--- src/rtl/dpwm_duty_sequencer.sv ---
// Duty-command sequencer for the dithered DPWM: clamps commands, applies them on period ticks,
// and ramps start-up/shut-down when built with SOFTSTART_EN (abrupt on/off otherwise).
module dpwm_duty_sequencer #(
  parameter int              DW      = 9,
  parameter int              PERIOD  = 64,
  parameter logic [DW-1:0]   DMIN    = 9'd8,
  parameter logic [DW-1:0]   DMAX    = 9'd460,
  parameter logic [DW-1:0]   SS_STEP = 9'd4
) (
  input  logic          clk,
  input  logic          rst,
  input  logic          en,
  input  logic          cmd_valid,
  input  logic [DW-1:0] cmd_duty,
  output logic          cmd_ready,
  output logic [DW-1:0] ditherin,
  output logic          period_tick,
  output logic          ss_done,
  output logic [1:0]    state
);

  localparam int PW = (PERIOD > 1) ? $clog2(PERIOD) : 1;
  localparam logic [PW-1:0] PLAST = PW'(PERIOD - 1);

  typedef enum logic [1:0] {
    IDLE      = 2'd0,
    SOFTSTART = 2'd1,
    RUN       = 2'd2,
    SHUTDOWN  = 2'd3
  } state_t;

  state_t        state_q;
  logic [PW-1:0] pcnt;
  logic [DW-1:0] tgt;
  logic [DW-1:0] duty_q;
  logic [DW-1:0] clamped;
  logic          pend;
  logic          accept;

  if (DMIN > DMAX || SS_STEP == '0) begin : g_bad_params
    $error("dpwm_duty_sequencer: DMIN must not exceed DMAX and SS_STEP must be nonzero");
  end

  assign period_tick = (pcnt == PLAST);
  assign cmd_ready   = !pend && (state_q != SHUTDOWN);
  assign accept      = cmd_valid && cmd_ready;
  assign clamped     = (cmd_duty < DMIN) ? DMIN : ((cmd_duty > DMAX) ? DMAX : cmd_duty);
  assign state       = state_q;
  assign ditherin    = duty_q;

  always_ff @(posedge clk or posedge rst) begin
    if (rst) pcnt <= '0;
    else if (period_tick) pcnt <= '0;
    else pcnt <= pcnt + 1'b1;
  end

  // pend limits acceptance to one command per period; a same-edge accept beats the tick clear
  always_ff @(posedge clk or posedge rst) begin
    if (rst) begin
      tgt  <= DMIN;
      pend <= 1'b0;
    end else if (accept) begin
      tgt  <= clamped;
      pend <= 1'b1;
    end else if (period_tick) begin
      pend <= 1'b0;
    end
  end

`ifdef SOFTSTART_EN
  logic [DW:0]   ramp_sum;
  logic [DW:0]   ramp_diff;
  logic [DW-1:0] ramp_up;
  logic [DW-1:0] ramp_dn;

  assign ramp_sum  = {1'b0, duty_q} + {1'b0, SS_STEP};
  assign ramp_diff = {1'b0, duty_q} - {1'b0, SS_STEP};
  assign ramp_up   = (ramp_sum >= {1'b0, tgt}) ? tgt : ramp_sum[DW-1:0];
  assign ramp_dn   = ramp_diff[DW] ? '0 : ramp_diff[DW-1:0];
`endif

  // state follows en on any edge; the applied duty only moves on tick edges
  always_ff @(posedge clk or posedge rst) begin
    if (rst) begin
      state_q <= IDLE;
      duty_q  <= '0;
      ss_done <= 1'b0;
    end else begin
      case (state_q)
        IDLE: begin
          if (period_tick) duty_q <= '0;
`ifdef SOFTSTART_EN
          if (en) state_q <= SOFTSTART;
`else
          if (en) begin
            state_q <= RUN;
            ss_done <= 1'b1;
          end
`endif
        end
`ifdef SOFTSTART_EN
        SOFTSTART: begin
          if (period_tick) duty_q <= ramp_up;
          if (!en) state_q <= SHUTDOWN;
          else if (period_tick && ramp_up == tgt) begin
            state_q <= RUN;
            ss_done <= 1'b1;
          end
        end
`endif
        RUN: begin
          if (period_tick) duty_q <= tgt;
          if (!en) begin
            state_q <= SHUTDOWN;
            ss_done <= 1'b0;
          end
        end
        SHUTDOWN: begin
`ifdef SOFTSTART_EN
          if (period_tick) duty_q <= ramp_dn;
          if (en) state_q <= SOFTSTART;
          else if (period_tick && ramp_dn == '0) state_q <= IDLE;
`else
          if (period_tick) duty_q <= '0;
          if (en) begin
            state_q <= RUN;
            ss_done <= 1'b1;
          end else if (period_tick) begin
            state_q <= IDLE;
          end
`endif
        end
        default: state_q <= IDLE;
      endcase
    end
  end

endmodule

--- config.mk ---
export PLATFORM = sky130hd
export DESIGN_NAME = dpwm_duty_sequencer
export DESIGN_NICKNAME = d
export VERILOG_FILES = /design/src/rtl/dpwm_duty_sequencer.sv
export SDC_FILE = /design/constraint.sdc
export NUM_CORES = 1
export LEC_CHECK = 0
export BUFFER_PORTS_ARGS = -buffer_cell sky130_fd_sc_hd__buf_2
export CAP_MARGIN = 20
export CORE_UTILIZATION = 30
export CTS_CLUSTER_DIAMETER = 80
export DETAILED_ROUTE_END_ITERATION = 10
export GPL_TIMING_DRIVEN = 0
export HOLD_SLACK_MARGIN = 0.12
export PLACE_DENSITY = 0.59
export SETUP_SLACK_MARGIN = 0.15
export SLEW_MARGIN = 30
export SYNTH_ARGS = -nofsm -noshare
export SYNTH_HDL_FRONTEND = slang
export SYNTH_SLANG_ARGS = --single-unit
--- constraint.sdc ---
create_clock -name clk -period 1.4 [get_ports clk]
set_input_delay 0.14 -clock clk [delete_from_list [all_inputs] [get_ports clk]]
set_output_delay 0.14 -clock clk [all_outputs]
set_load 0.005 [all_outputs]
Yosys cells after proc, flatten, opt, wreduce, memory -nomap -nowiden
Index checks and enable logic that the tools add are counted.
{"block": "word_totals", "ff_bits": 28, "latch_bits": 0, "ram_bits": 0, "rom_bits": 0, "inputBits": 13, "output_inout_bits": 14, "word_cells": 45, "memories": 0}
{"block": "op_classes", "n_addsub": 1, "multipliers": 0, "div": 0, "n_lt_le_gt_ge": 2, "n_eq_ne": 10, "shift": 0, "muxes": 16, "bitwise_logic": 0, "reduce_logical": 10}
{"operator": "9-bit two-way mux", "n": 4}
{"operator": "9-bit case mux with 2 select lines", "n": 1}
{"operator": "9-bit greater-than comparator (second input constant)", "n": 1}
{"operator": "9-bit by 4-bit < comparator with 1-bit output (second input constant)", "n": 1}
{"operator": "3-bit AND reduction", "n": 3}
{"operator": "2-bit two-way mux", "n": 4}
{"operator": "2-bit != test (second input constant)", "n": 4}
{"operator": "6-bit by 1-bit adder with 6-bit output (second input constant)", "n": 1}
{"operator": "6-bit equality test (second input constant)", "n": 1}
{"operator": "6-bit two-way mux", "n": 1}
{"operator": "2-bit case mux with 3 select lines", "n": 1}
{"operator": "2-bit equality test (second input constant)", "n": 2}
{"operator": "1-bit two-way mux", "n": 4}
{"operator": "2-bit by 1-bit != test with 1-bit output (second input constant)", "n": 2}
{"operator": "2-bit nonzero test", "n": 2}
{"operator": "3-bit != test (second input constant)", "n": 1}
{"operator": "1-bit logical AND", "n": 2}
{"operator": "2-bit zero test", "n": 1}
{"operator": "1-bit case mux with 2 select lines", "n": 1}
{"operator": "2-bit OR reduction", "n": 1}
{"operator": "1-bit zero test", "n": 1}

Logic depth before layout (Yosys ltp)
Gate-level depths: netlist of run 1.
{"block": "logic_depth", "depth_word": 4, "mapped_depth": 7, "ltp_nobuf": 6}

Least setup slack after synthesis of run 1
OpenSTA, ideal clock, no wires.
{"block": "synth_timing", "kind": "register -> register", "from": "register state_q[0] (netlist: state[0])", "to": "register duty_q[3] (netlist: ditherin[3])", "setup_time_ps": 121, "arrival_ps": 1446, "required_time_ps": 1279, "slack_ps": -167, "stages_incl_launch_ff": 8, "cell_sequence": "dfrtp_1 inv_1 ha_1 inv_1 nand2_1 a21o_1 buf_6 a22o_1"}
{"block": "synth_between", "elab_chain_cells": 4}
{"element": "start: declaration", "line": "32", "rtl": "state_t state_q;"}
{"element": "start signal: assignment", "line": "85", "rtl": "state_q <= IDLE;"}
{"element": "start signal: assignment", "line": "96", "rtl": "state_q <= RUN;"}
{"element": "start signal: assignment", "line": "114", "rtl": "state_q <= SHUTDOWN;"}
{"element": "2-bit equality test or 2-bit zero test (tied branches)", "line": "89", "rtl": "case (state_q)"}
{"element": "2-bit OR reduction (no line)"}
{"element": "2-bit by 1-bit != test with 1-bit output (no line) or 2-bit nonzero test (tied branches)"}
{"element": "3-bit AND reduction (no line)"}
{"element": "end signal: assignment", "line": "112", "rtl": "if (period_tick) duty_q <= tgt;"}
{"element": "end: declaration", "line": "35", "rtl": "logic [DW-1:0] duty_q;"}
Several ways; a longest one is shown, not always the timed one.
A chain may end at the register's enable or synchronous reset.

Final worst setup path of run 1
{"block": "layout_timing", "from": "register state_q[1] (netlist: state[1])", "to": "register duty_q[2] (netlist: ditherin[2])"}
The elaborated chain is that of the path after synthesis.

==> impl_results.md, run 1 <==
* Outcome: finished with violations
* Failing checks: negative setup slack
* CP Data Required Time at about 1.6 ns
* PnR worst setup slack at -0.146 ns
* Synth area leaders: dfrtp_1 (53%), a22o_1 (8.2%), ha_1 (4.9%)
* CP Max Fanout at 5
* Vias in the first global route at 1083
* Worst Hold End: tgt[7]
* Final core occ at between 40% and 50%
* Gate Count Post-Synth at 109
* Synth cell types at 31
* Synth top area share at a little over half
* Pre-CTS setup slack at -0.186 ns
* Multiplexer area fraction after synthesis at under 10%
* Reg clk slew, reported paths at 0.10 ns
* H-tree levels at 1
* Startpoint Class: register
* R2R cell count at 6
* Via density at ~5.0
* Antenna cells at 0
* Tcrit/Tclk final at 110%
* Reg2reg end: ditherin[2]
* CP max-delay cell: dfrtp_2
* Min Tclk post-route at 1.55 ns
* Iter 0 DRT Violations at 16
* Net switching power at ~0.00095 W
* Worst setup EP type: register
* Critical path class: register to register
* Final Net Count at approximately 190
* RSZ-0062 raised after global routing: true
* Row Count at 23
* Critical Path Max Stage Delay at between 0.4 and 0.5 ns
* R2r setup slk at -0.15 ns
* Total negative slack at -1.55 ns
* Sequential fraction of the synthesis area at approximately 55%
* HP Start: cmd_duty[7]
* I/O pin cnt at 27
* Post-synth net total at between 100 and 150
* TritonRoute pass-1 iters at 4
* Starting Density at 31.6%
* Die area at around 4500 um2
* Clock network fraction of design power at 22.2%
* Fraction of registers with async set/reset at 100%
* Most frequent cells in the layout: dfrtp_1 (25), buf_2 (24), buf_4 (13)
* Area Growth Syn to Fin at 55.3%
* DP Cell Count at around 190
* Clk_lat worst skew at around 0.28 ns
* Final Wtd Congestion at ~0.73
* WP buf/inv at 2
* Post-synth EDFFs at 0
* R2r startpoint: state[1]
* Root Buffer: clkbuf_8
* Max Cap Violations at 0
* Area occupied by registers at about 700 um2
* Largest net degree at the start of global routing at 29
* DRT antenna net count at 0
* # setup viols final at 20
* DR DRC count at 0
* Final clock skew at 0.0105 ns
* Area taken by multi-input logic gates at ~700 um2
* Area of the mapped netlist at about 1300 um2
* GR Overflow Total at 0
* First-pass GRT wire length at roughly 4900 um
* Die Y at about 67 um
* Slew HR at about three fifths
* Post-synthesis simple-gate area fraction at 13.1%
* DR WL/cell at ~14 um
* Mean Syn Cell Area at around 12 um2
* Die X at 67.4 um
* Most common cell after layout, fill and taps aside: dfrtp_1
* DR vias at approximately 1100
* CP delay by family, top: flip-flops
* Max Transition Viols Final at 0
* CTS Sinks at 28
* Core Box Area at 4060 um2
* Final WL at around 3000 um
* Top FF cell, synth: dfrtp_1
* Logic pwr share at roughly 45%
* Complex-gate fraction of the synthesized area at a little under a fifth
* Critical path cell sequence: inv_2 -> ha_4 -> nand2_2 -> a21o_1 -> buf_6 -> a22o_1
* Synthesis-stage register bit count at 28
* Pwr Total at around 0.0029 W
* Final hold violation count at 0
* Fillers at between 300 and 400
* Post-Layout Cell Count at around 220
* Sequential share of power at 32.7%
* CTS tree: built
* Clock buffer depth at 2
* Sw frac at approximately a third
* Hpwl dp at 1900 um
* Leakage power figure at between 0.9 and 1 nW
* Worst hold path type: input pin to register
* Total CTS buffers at 3
* Synthesis warning total at 0
* Layout cell share with drive strength beyond 1 at between 50% and 60%
* Port bufs at 26
* Worst IR Drop VDD at between 0.7 and 0.8 mV
* F_max at roughly 0.65 GHz
* CP arrival at around 1.7 ns
* Total track usage at 14.5%
* Largest family of logic cells by synthesized area: compound AO/OA/AOI/OAI gates
* Worst slew pin tran at ~0.57 ns
* Power Density at around 1400 nW/um2
* Initial antenna violation count at 0
* Top cell type by total area after synthesis: dfrtp_1
* Xor/xnor share of the synthesized area at between 2 and 3%
* Worst hold path depth at 2
* Synth Area in Adders at ~4.9%
* Int Pwr at ~0.0019 W
==> cells in the mapped netlist (2+ instances only) <==
library cell,count
a21o_1,2
a21oi_1,2
a22o_1,12
and3_1,2
dfrtp_1,27
ha_1,5
inv_1,8
mux2_2,3
nand2_1,8
nand3_1,3
nor2_1,9
o31ai_1,6
xor2_1,4
==> power groups by stage <==
stage	clock, W	combinational, W	sequential, W
4_1_cts	0.000650	0.00113	0.000931
2_1_floorplan	0	0.000524	0.000950
3_3_place_gp	0	0.000692	0.000954
5_1_grt	0.000684	0.00140	0.000943
6_report	0.000635	0.00129	0.000936
3_5_place_dp	0	0.000725	0.000961
==> cells by family (layout without fill, tap and decap cells) <==
family	Yosys count	count (layout)
AO/OA/AOI/OAI	28	29
flip-flops	28	28
buffers and inverters	10	66
multiplexers	3	3
adder cells (fa/ha/maj)	5	5
AND/OR/NAND/NOR	31	31
XOR/XNOR	4	4
==> state kept, by name, indices dropped and copies added, names as in the netlist <==
name and flops:
ditherin 9, pcnt 6, pend 1, ss_done 1, state 2, tgt 9
==> metrics by stage <==
| step | cell area (um2) | hold WS (ns) |
|---|---|---|
| 2_1_floorplan | 1320 | 0.205 |
| 3_3_place_gp | 1510 | 0.386 |
| 3_5_place_dp | 1510 | 0.235 |
| 4_1_cts | 1900 | 0.128 |
| 5_1_grt | 1990 | 0.136 |
| 6_report | 1990 | 0.132 |
==> layer usage <==
metal,vias up,track usage [%],routed length [um]
met4,0,5.85,36
met1,534,18.0,1280
met3,3,2.20,97
met5,-,0,0
met2,24,24.9,1660
li1,513,-,-
==> worst register-to-register path: stages, from the launching register on <==
cell	delay, ns
dfrtp_2	0.44
inv_2	0.08
ha_4	0.29
nand2_2	0.05
a21o_1	0.20
buf_6	0.14
a22o_1	0.22
==> timing repair <==
item	in CTS	in global routing
hold buffers	6	0
endpoints found under the hold margin	32	0
setup buffers	15	3
cloned	2	1
endpoints found under the setup margin	26	25
gates resized for setup	29	13
pin swaps	14	8
==> layout make-up <==
type | count | share of cell area, %
repair buffers | 52 | 19.1
well taps | 50 | 3.14
flip-flops and latches | 28 | 35.4
plain buffers | 2 | 1.13
multi-input cells | 72 | 35.8
clock inverters | 1 | 1.51
inverters | 8 | 1.89
clock buffers | 3 | 2.08
==> worst max-delay path by stage <==
stage / start / depth (start not counted) / to
after detailed placement: pcnt[0] / 5 / ditherin[3]
after CTS: pcnt[1] / 6 / ditherin[6]
after global routing: pcnt[1] / 6 / state[0]
after global placement: pcnt[0] / 6 / ditherin[8]
final: state[1] / 6 / ditherin[2]
after floorplan: pcnt[0] / 6 / ditherin[3]
No activity file was read; power rests on OpenSTA's default activity.
==> inputs of run 2 (changes only) <==
--- a/config.mk
+++ b/config.mk
@@ -7,13 +7,13 @@
 export LEC_CHECK = 0
 export BUFFER_PORTS_ARGS = -buffer_cell sky130_fd_sc_hd__buf_2
 export CAP_MARGIN = 20
-export CORE_UTILIZATION = 30
+export CORE_UTILIZATION = 47
 export CTS_CLUSTER_DIAMETER = 80
 export DETAILED_ROUTE_END_ITERATION = 10
 export GPL_TIMING_DRIVEN = 0
 export HOLD_SLACK_MARGIN = 0.12
-export PLACE_DENSITY = 0.59
-export SETUP_SLACK_MARGIN = 0.15
+export PLACE_DENSITY = 0.81
+export SETUP_SLACK_MARGIN = 0.02
 export SLEW_MARGIN = 30
 export SYNTH_ARGS = -nofsm -noshare
 export SYNTH_HDL_FRONTEND = slang
==> impl_results.md, run 2 (synthesis results as in run 1) <==
* Tcrit/Tclk final at 116% (was 110%)
* Net switching power at 0.000810 W (was 0.000948 W)
* Area occupied by registers at 704 um2 (unchanged)
* Hold_ws at 0.137 ns (was 0.132 ns)
* Initial antenna violation count at 0 (unchanged)
* TritonRoute pass-1 iters at 4 (unchanged)
* # setup viols final at 22 (was 20)
* Die Y at 54.2 um (was 67.4 um)
* CP Max Fanout at 6 (was 5)
* Area taken by multi-input logic gates at 626 um2 (was 712 um2)
* CP max-delay cell: dfrtp_1 (was dfrtp_2)
* H-tree levels at 1 (unchanged)
* CP arrival at 1.85 ns (was 1.71 ns)
* Port bufs at 26 (unchanged)
* DRT antenna net count at 0 (unchanged)
* Final WL at 3270 um (was 3070 um)
* Max Transition Viols Final at 0 (unchanged)
* CP delay by family, top: compound AO/OA/AOI/OAI gates (was flip-flops)
* Reg2reg end: ditherin[8] (was ditherin[2])
* Pre-CTS setup slack at -0.191 ns (was -0.186 ns)
* DR WL/cell at 17.0 um (was 14.2 um)
* CP Data Required Time at 1.63 ns (was 1.56 ns)
* Critical path cell sequence: ha_2 -> and3_4 -> nand3_4 -> a21o_1 -> buf_6 -> a22o_1 (was inv_2 -> ha_4 -> nand2_2 -> a21o_1 -> buf_6 -> a22o_1)
* Worst hold path type: input pin to register (unchanged)
* Most frequent cells in the layout: dfrtp_1 (25), buf_2 (25), a22o_1 (12) (was dfrtp_1 (25), buf_2 (24), buf_4 (13))
* F_max at 0.617 GHz (was 0.647 GHz)
* Outcome: finished with violations (unchanged)
* Sequential share of power at 40.5% (was 32.7%)
* Int Pwr at 0.00149 W (was 0.00191 W)
* Iter 0 DRT Violations at 39 (was 16)
* Row Count at 18 (was 23)
* Via density at 5.79 (was 4.97)
* Slew HR at 63.3% (was 61.9%)
* Reg clk slew, reported paths at 0.14 ns (was 0.10 ns)
* Root Buffer: clkbuf_4 (was clkbuf_8)
* Power Density at 1260 nW/um2 (was 1440 nW/um2)
* Total CTS buffers at 3 (unchanged)
* DR DRC count at 0 (unchanged)
* Total track usage at 21.2% (was 14.5%)
* Hpwl dp at 1750 um (was 1900 um)
* First-pass GRT wire length at 4370 um (was 4860 um)
* Die area at 2940 um2 (was 4540 um2)
* Area Growth Syn to Fin at 42.2% (was 55.3%)
* Worst Hold End: ss_done (was tgt[7])
* Failing checks: negative setup slack (unchanged)
* CTS Sinks at 28 (unchanged)
* Clock buffer depth at 2 (unchanged)
* HP Start: en (was cmd_duty[7])
* R2r startpoint: pcnt[0] (was state[1])
* Antenna cells at 0 (unchanged)
* Critical path class: register to register (unchanged)
* I/O pin cnt at 27 (unchanged)
* Max Cap Violations at 0 (unchanged)
* DR vias at 1118 (was 1074)
* Clk_lat worst skew at 0.33 ns (was 0.28 ns)
* Starting Density at 50.8% (was 31.6%)
* Final hold violation count at 0 (unchanged)
* Core Box Area at 2520 um2 (was 4060 um2)
* Largest net degree at the start of global routing at 29 (unchanged)
* CTS tree: built (unchanged)
* Fillers at 175 (was 348)
* WP buf/inv at 1 (was 2)
* Layout cell share with drive strength beyond 1 at 46.6% (was 54.8%)
* Worst setup EP type: register (unchanged)
* PnR worst setup slack at -0.220 ns (was -0.146 ns)
* Final Net Count at 182 (was 185)
* Leakage power figure at 0.912 nW (was 0.956 nW)
* R2R cell count at 6 (unchanged)
* Min Tclk post-route at 1.62 ns (was 1.55 ns)
* Vias in the first global route at 953 (was 1083)
* Clock network fraction of design power at 16.8% (was 22.2%)
* Die X at 54.2 um (was 67.4 um)
* Worst IR Drop VDD at 1.03 mV (was 0.745 mV)
* Worst hold path depth at 2 (unchanged)
* Startpoint Class: register (unchanged)
* Worst slew pin tran at 0.550 ns (was 0.570 ns)
* Sw frac at 35.2% (was 33.1%)
* R2r setup slk at -0.22 ns (was -0.15 ns)
* Logic pwr share at 42.7% (was 45.1%)
* Final Wtd Congestion at 0.815 (was 0.734)
* RSZ-0062 raised after global routing: true (unchanged)
* Critical Path Max Stage Delay at 0.39 ns (was 0.44 ns)
* Final clock skew at 0.00839 ns (was 0.0105 ns)
* GR Overflow Total at 0 (unchanged)
[run 2: cell types whose count changed in the layout (fill, tap and decap cells not counted), moves of 3 or more]
cell and change:
o31ai_2 -3, clkbuf_4 +3, ha_4 -3, buf_6 -5, dlygate4sd3_1 +3
[run 2: final cells by class]
| class | instances | share of cell area [%] |
|---|---|---|
| well taps | 30 | 2.06 |
| flip-flops and latches | 28 | 38.7 |
| multi-input cells | 71 | 34.3 |
| inverters | 8 | 1.79 |
| clock buffers | 4 | 1.99 |
| plain buffers | 2 | 1.24 |
| repair buffers | 50 | 19.9 |
[run 2: how the worst max path moves through the flow]
stage / end / start / depth (start not counted) / slack [ns]
CTS: period_tick / pcnt[0] / 5 / -0.16
detailed placement: ditherin[3] / pcnt[0] / 6 / -0.19
global placement: ditherin[8] / pcnt[0] / 6 / -0.15
finish: ditherin[8] / pcnt[0] / 6 / -0.22
floorplan: ditherin[3] / pcnt[0] / 6 / -0.07
global route: ditherin[1] / pcnt[0] / 6 / -0.28
[run 2: stage by stage]
step / setup TNS [ns] / utilization, % / instance area, um2 / power, W / cells
3_3_place_gp: -1.75 / 58.0 / 1460 / 0.00161 / 165
3_5_place_dp: -2.38 / 58.0 / 1460 / 0.00164 / 165
2_1_floorplan: -0.677 / - / 1300 / 0.00145 / 109
6_report: -2.57 / 72.2 / 1820 / 0.00230 / 193
5_1_grt: -3.52 / 72.2 / 1820 / 0.00241 / 193
4_1_cts: -1.84 / 69.4 / 1750 / 0.00215 / 189
[run 2: routing by layer]
metal | part of all wire, % | vias up | global-route usage, %
met2 | 54 | 40 | 37.4
li1 | - | 507 | -
met3 | 4.0 | 6 | 5.00
met1 | 41 | 565 | 25.8
met5 | 0 | - | 0
met4 | 0.98 | 0 | 5.13
[run 2: power groups by stage]
stage	clock, W	combinational, W	sequential [W]
floorplan	0	0.000519	0.000935
global placement	0	0.000681	0.000933
detailed placement	0	0.000702	0.000940
CTS	0.000387	0.000834	0.000929
global route	0.000414	0.00105	0.000940
finish	0.000387	0.000981	0.000932
[run 2: worst register-to-register path, delay by kind of cell, from the launching register on]
family	cells	cell delay (ns)
AOI/OAI and AO/OA	2	0.47
DFF	1	0.39
buffers and inverters	1	0.15
adders and majority gates	1	0.19
and+or+nand+nor	2	0.33
[run 2: what timing repair did]
action	CTS	global route
hold endpoints to repair	35	0
setup endpoints to repair	22	22
cloned	1	1
resized for setup	17	9
setup buffers	10	3
pin swaps	8	12
hold buffers	9	0
